==> config.mk <==
export PLATFORM = sky130hd
export DESIGN_NAME = unified_mem_arbiter
export DESIGN_NICKNAME = d
export VERILOG_FILES = /design/src/rtl/unified_mem_arbiter.sv
export SDC_FILE = /design/constraint.sdc
export NUM_CORES = 1
export LEC_CHECK = 0
export ABC_AREA = 1
export ABC_CLOCK_PERIOD_IN_PS = 1400
export CORE_UTILIZATION = 40
export CTS_CLUSTER_SIZE = 20
export DETAILED_ROUTE_END_ITERATION = 10
export PLACE_DENSITY = 0.81
export RECOVER_POWER = 50
export SETUP_SLACK_MARGIN = 0.02
export SYNTH_ARGS = -nofsm -noshare
export SYNTH_HDL_FRONTEND = slang
export SYNTH_SLANG_ARGS = --single-unit
==> constraint.sdc <==
create_clock -name clk -period 1.4 [get_ports clk]
set_input_delay 0.28 -clock clk [delete_from_list [all_inputs] [get_ports clk]]
set_output_delay 0.28 -clock clk [all_outputs]
set_load 0.005 [all_outputs]
==> src/rtl/unified_mem_arbiter.sv <==
// Arbiter that shares one single-port memory between the instruction-fetch
// port (I) and the load/store port (D) of the RV32 pipeline.
// D normally wins. A starvation counter makes sure fetch still makes progress.
module unified_mem_arbiter #(
  parameter int ADDR_WIDTH   = 32,
  parameter int DATA_WIDTH   = 32,
  parameter int STARVE_LIMIT = 4
) (
  input  logic                    clk,
  input  logic                    reset,
  // fetch port
  input  logic                    i_req,
  input  logic [ADDR_WIDTH-1:0]   i_addr,
  output logic [DATA_WIDTH-1:0]   i_rdata,
  output logic                    i_valid,
  output logic                    i_stall,
  // load/store port
  input  logic                    d_req,
  input  logic                    d_we,
  input  logic [ADDR_WIDTH-1:0]   d_addr,
  input  logic [DATA_WIDTH-1:0]   d_wdata,
  input  logic [DATA_WIDTH/8-1:0] d_wstrb,
  output logic [DATA_WIDTH-1:0]   d_rdata,
  output logic                    d_valid,
  output logic                    d_stall,
  // memory side
  output logic                    mem_req,
  output logic                    mem_we,
  output logic [ADDR_WIDTH-1:0]   mem_addr,
  output logic [DATA_WIDTH-1:0]   mem_wdata,
  output logic [DATA_WIDTH/8-1:0] mem_wstrb,
  input  logic                    mem_ack,
  input  logic [DATA_WIDTH-1:0]   mem_rdata
);

  localparam int STRB_WIDTH = DATA_WIDTH / 8;
  localparam int CNT_WIDTH  = $clog2(STARVE_LIMIT + 1);
  localparam logic [CNT_WIDTH-1:0] STARVE_MAX = CNT_WIDTH'(STARVE_LIMIT);
  localparam logic [CNT_WIDTH-1:0] CNT_ONE    = CNT_WIDTH'(1);

  typedef enum logic [2:0] {
    IDLE,
    GRANT_I,
    GRANT_D,
    RESP_I,
    RESP_D
  } state_t;

  state_t                  state_q, state_d;
  logic [CNT_WIDTH-1:0]    starve_cnt_q, starve_cnt_d;
  logic                    mem_we_q, mem_we_d;
  logic [ADDR_WIDTH-1:0]   mem_addr_q, mem_addr_d;
  logic [DATA_WIDTH-1:0]   mem_wdata_q, mem_wdata_d;
  logic [STRB_WIDTH-1:0]   mem_wstrb_q, mem_wstrb_d;
  logic [DATA_WIDTH-1:0]   i_rdata_q, i_rdata_d;
  logic [DATA_WIDTH-1:0]   d_rdata_q, d_rdata_d;
  logic                    starved;

  // I has waited through STARVE_LIMIT D grants and must win the next arbitration
  assign starved = (starve_cnt_q >= STARVE_MAX);

  // Next-state logic: arbitration in IDLE, wait for ack in GRANT, one-cycle response
  always_comb begin
    state_d      = state_q;
    starve_cnt_d = starve_cnt_q;
    mem_we_d     = mem_we_q;
    mem_addr_d   = mem_addr_q;
    mem_wdata_d  = mem_wdata_q;
    mem_wstrb_d  = mem_wstrb_q;
    i_rdata_d    = i_rdata_q;
    d_rdata_d    = d_rdata_q;

    case (state_q)
      IDLE: begin
        if (d_req && (!i_req || !starved)) begin
          state_d     = GRANT_D;
          mem_addr_d  = d_addr;
          mem_we_d    = d_we;
          mem_wdata_d = d_wdata;
          mem_wstrb_d = d_wstrb;
          // Only D grants that overtake a waiting fetch count toward starvation
          if (i_req && !starved) begin
            starve_cnt_d = starve_cnt_q + CNT_ONE;
          end
        end else if (i_req) begin
          state_d      = GRANT_I;
          mem_addr_d   = i_addr;
          mem_we_d     = 1'b0;
          mem_wdata_d  = '0;
          mem_wstrb_d  = '0;
          starve_cnt_d = '0;
        end
      end
      GRANT_I: begin
        if (mem_ack) begin
          i_rdata_d = mem_rdata;
          state_d   = RESP_I;
        end
      end
      GRANT_D: begin
        if (mem_ack) begin
          // A store leaves the last load data visible on d_rdata
          if (!mem_we_q) begin
            d_rdata_d = mem_rdata;
          end
          state_d = RESP_D;
        end
      end
      RESP_I:  state_d = IDLE;
      RESP_D:  state_d = IDLE;
      default: state_d = IDLE;
    endcase
  end

  // State and datapath registers; reset abandons any transaction in flight
  always_ff @(posedge clk) begin
    if (reset) begin
      state_q      <= IDLE;
      starve_cnt_q <= '0;
      mem_we_q     <= 1'b0;
      mem_addr_q   <= '0;
      mem_wdata_q  <= '0;
      mem_wstrb_q  <= '0;
      i_rdata_q    <= '0;
      d_rdata_q    <= '0;
    end else begin
      state_q      <= state_d;
      starve_cnt_q <= starve_cnt_d;
      mem_we_q     <= mem_we_d;
      mem_addr_q   <= mem_addr_d;
      mem_wdata_q  <= mem_wdata_d;
      mem_wstrb_q  <= mem_wstrb_d;
      i_rdata_q    <= i_rdata_d;
      d_rdata_q    <= d_rdata_d;
    end
  end

  assign mem_req   = (state_q == GRANT_I) || (state_q == GRANT_D);
  assign mem_we    = mem_we_q;
  assign mem_addr  = mem_addr_q;
  assign mem_wdata = mem_wdata_q;
  assign mem_wstrb = mem_wstrb_q;

  assign i_valid = (state_q == RESP_I);
  assign d_valid = (state_q == RESP_D);
  assign i_rdata = i_rdata_q;
  assign d_rdata = d_rdata_q;

  assign i_stall = i_req && !i_valid;
  assign d_stall = d_req && !d_valid;

endmodule

==> metrics <==
status=complete, but fails checks; failing checks=setup timing; grt met1 use=29.2%; async set-reset flop share out of synthesis=0%; Ys Warns=0; area occupied by multi-input gates=2660 µm²; Yosys reg bits=139; Post-Syn Nets=880; RD Place Congestion=0.838; Avg Inst Size Synth=7.39 µm²; Nets=1,192; GRT Util Overall=26.7%; maximum VDD drop=0.000911 V; CTS Buffer Depth=2; WP data arrival=1.36 ns; largest net degree at the start of global routing=38; dominant synthesized flop cell=dfxtp_1; sequential fraction of the synthesis area=50.8%; Hold Path Origin=reset; Via Count=6,080; Antenna Violating Nets Remaining=0; CP Cell Sequence=nor2_4 -> nand2_2 -> inv_2 -> or2_4 -> buf_6; chip height=119 µm; vias in the first global route=5,905; Fill cells=1,010; number of I/O pins=276; static leakage=4.50 nW; power per cell area=1720 nW/µm²; Data required, critical path=1.12 ns; dpl ws=-0.430 ns; CTS tree=yes; Hold Violations, Final=0; CTS H-Tree Depth=4; # diodes=0; area of the mapped netlist=5470 µm²; Critical R2R Launch=state_q[1]; FP Rows=42; unrepaired setup endpoints after global routing=yes; FF-to-FF setup slack=-0.16 ns; PortBufs=275; DP Cell Count=1,179; Fmax=611 MHz; Slew Viols, Final=0; worst slew pin tran=0.472 ns; Power Total=17.0 mW; slowest stage cell, crit path=dfxtp_4; layout cells sized above 1=19.8%; Final TNS setup=-15.15 ns; Via density=4.90; worst min path class=input pin to register; DR pass1 iterations=6; Period Utilization, post-route=117%; initial DRC count=401; Setup crit start kind=register; area grow syn2layout=79.9%; critical path class=register to primary output; first-pass GRT wire length=29,500 µm; Syn Inst Count=741; Max transition margin=68.5%; clk slew on worst S/H paths=0.06 ns; initial antenna violation count=0; Core ar.=13,300 µm²; CTS Root Cell=clkbuf_16; met2 track demand over resource=47.2%; Yosys top cell by area=dfxtp_1; CP Capture Type=primary output; hpwl dp=11,500 µm; crit-path max cell delay=0.38 ns; routed wire length per instance=15.1 µm; Setup Skew=0.00674 ns; Overflow after GRT=0; Num CTS Buffers=17; routed wire length=18,800 µm; CTS Sinks=139; PnR worst setup slack=-0.237 ns; met3 usage=8.00%; min cycle time layout=1.64 ns; CTS Hold Bufs=0; Cell variety after synth=26; Starting Density=41.2%; top cell type's share of synthesized area=50.8%; worst-skew pair later-pin latency=0.42 ns; max-cap violation count=0; die area=14,200 µm²; die span in x=119 µm; Post-synth EDFFs=0; Synth area leaders=dfxtp_1, nand2_1, a21oi_1; GRT busiest layer=met2; worst-path fanout max=3; register area=2810 µm²; Final setup viols=141; Worst Setup SP=state_q[1]; Non-Filler Instances=1,242; Remaining DRCs=0
-- timing repair --
action / CTS / global route
endpoints found under the hold margin: 0 / 0
buffers inserted: 19 / 6
pin swaps: 27 / 18
gates cloned: 10 / 1
setup endpoints to repair: 246 / 143
gates resized for setup: 239 / 55
-- registers in the layout, indices dropped and copies added, names as in the netlist --
name          flops
d_rdata          32
mem_wstrb         4
state_q           3
mem_wdata        32
mem_addr         32
mem_we            1
i_rdata          32
starve_cnt_q      3
-- path summary, 6_finish.rpt --
path,to,depth (start not counted)
max,mem_req,5
min,state_q[0],5
max reg2reg,mem_wstrb[3],9
min reg2reg,starve_cnt_q[2],2
-- worst max-delay path: cells and delay by family (launching register included) --
| family | cells | cell delay [ns] |
|---|---|---|
| AND/OR/NAND/NOR | 3 | 0.39 |
| flip-flops | 1 | 0.38 |
| buffers and inverters | 2 | 0.18 |
-- cell usage in the layout (no fill, tap or decap), types with 2 or more instances in the layout --
master	synthesis	final
dfxtp_1	139	122
clkbuf_1	20	3
buf_16	0	6
nand3_1	41	37
nand2_4	1	12
clkdlybuf4s50_1	0	136
inv_6	0	2
nor2_1	75	71
dfxtp_4	0	3
inv_1	7	5
nor2_4	2	4
nand2_2	12	20
bufinv_16	0	3
buf_12	0	15
nor2_2	1	3
o21ai_2	0	4
buf_6	5	19
a21oi_1	93	71
o21ai_1	2	9
clkinv_4	0	2
nand2_1	262	243
buf_4	0	27
dlygate4sd2_1	0	133
nand3_2	0	4
inv_2	4	4
a21oi_2	10	32
nor3_4	0	3
clkbuf_16	0	18
buf_2	24	4
dfxtp_2	0	14
o21ai_0	33	22
clkinv_2	0	4
-- power by group --
group,switching (mW),leakage [nW],total (mW),internal [mW]
Clock,1.71,0.291,4.55,2.85
Sequential,0.431,1.14,5.15,4.72
Combinational,3.39,3.07,7.24,3.85
-- cells in the mapped netlist, types with 2 or more instances --
library cell and number:
inv_2 4, a21oi_2 10, inv_1 7, nor3_1 2, buf_2 24, o21ai_1 2
dfxtp_1 139, a21oi_1 93, nand3_1 41, nand2_1 262, clkbuf_1 20, nor2_4 2
buf_6 5, nand2_2 12, o21ai_0 33, nor2_1 75
-- per-layer routing --
layer / wire [µm] / up-vias
li1: - / 3015
met1: 7320 / 2771
met2: 9470 / 259
met3: 1450 / 35
met4: 534 / 0
met5: 0 / -
-- kinds of logic (layout without fill, tap and decap cells) --
| group | Yosys count | in the layout | share of synthesized area [%] |
|---|---|---|---|
| AO/OA/AOI/OAI | 138 | 138 | 13.3 |
| buffers and inverters | 62 | 387 | 5.53 |
| AND/OR/NAND/NOR | 400 | 400 | 29.9 |
| adder cells (fa/ha/maj) | 1 | 1 | 0.229 |
| XOR/XNOR | 1 | 1 | 0.160 |
| flip-flops | 139 | 139 | 50.8 |
-- per-stage QoR --
stage | area [µm²] | utilization, % | hold WS (ns)
2_1_floorplan | 5470 | - | 0.426
3_3_place_gp | 8590 | 64.6 | 0.444
3_5_place_dp | 8590 | 64.6 | 0.450
4_1_cts | 9680 | 72.8 | 0.322
5_1_grt | 9850 | 74.1 | 0.349
6_report | 9850 | 74.1 | 0.351
-- area by class of cell --
class,count,area share [%]
repair buffers,343,35.6
flip-flops and latches,139,28.6
multi-input cells,540,27.0
clock buffers,21,4.57
well taps,176,2.24
clock inverters,11,1.46
inverters,12,0.610
(Power assumes the default switching activity.)
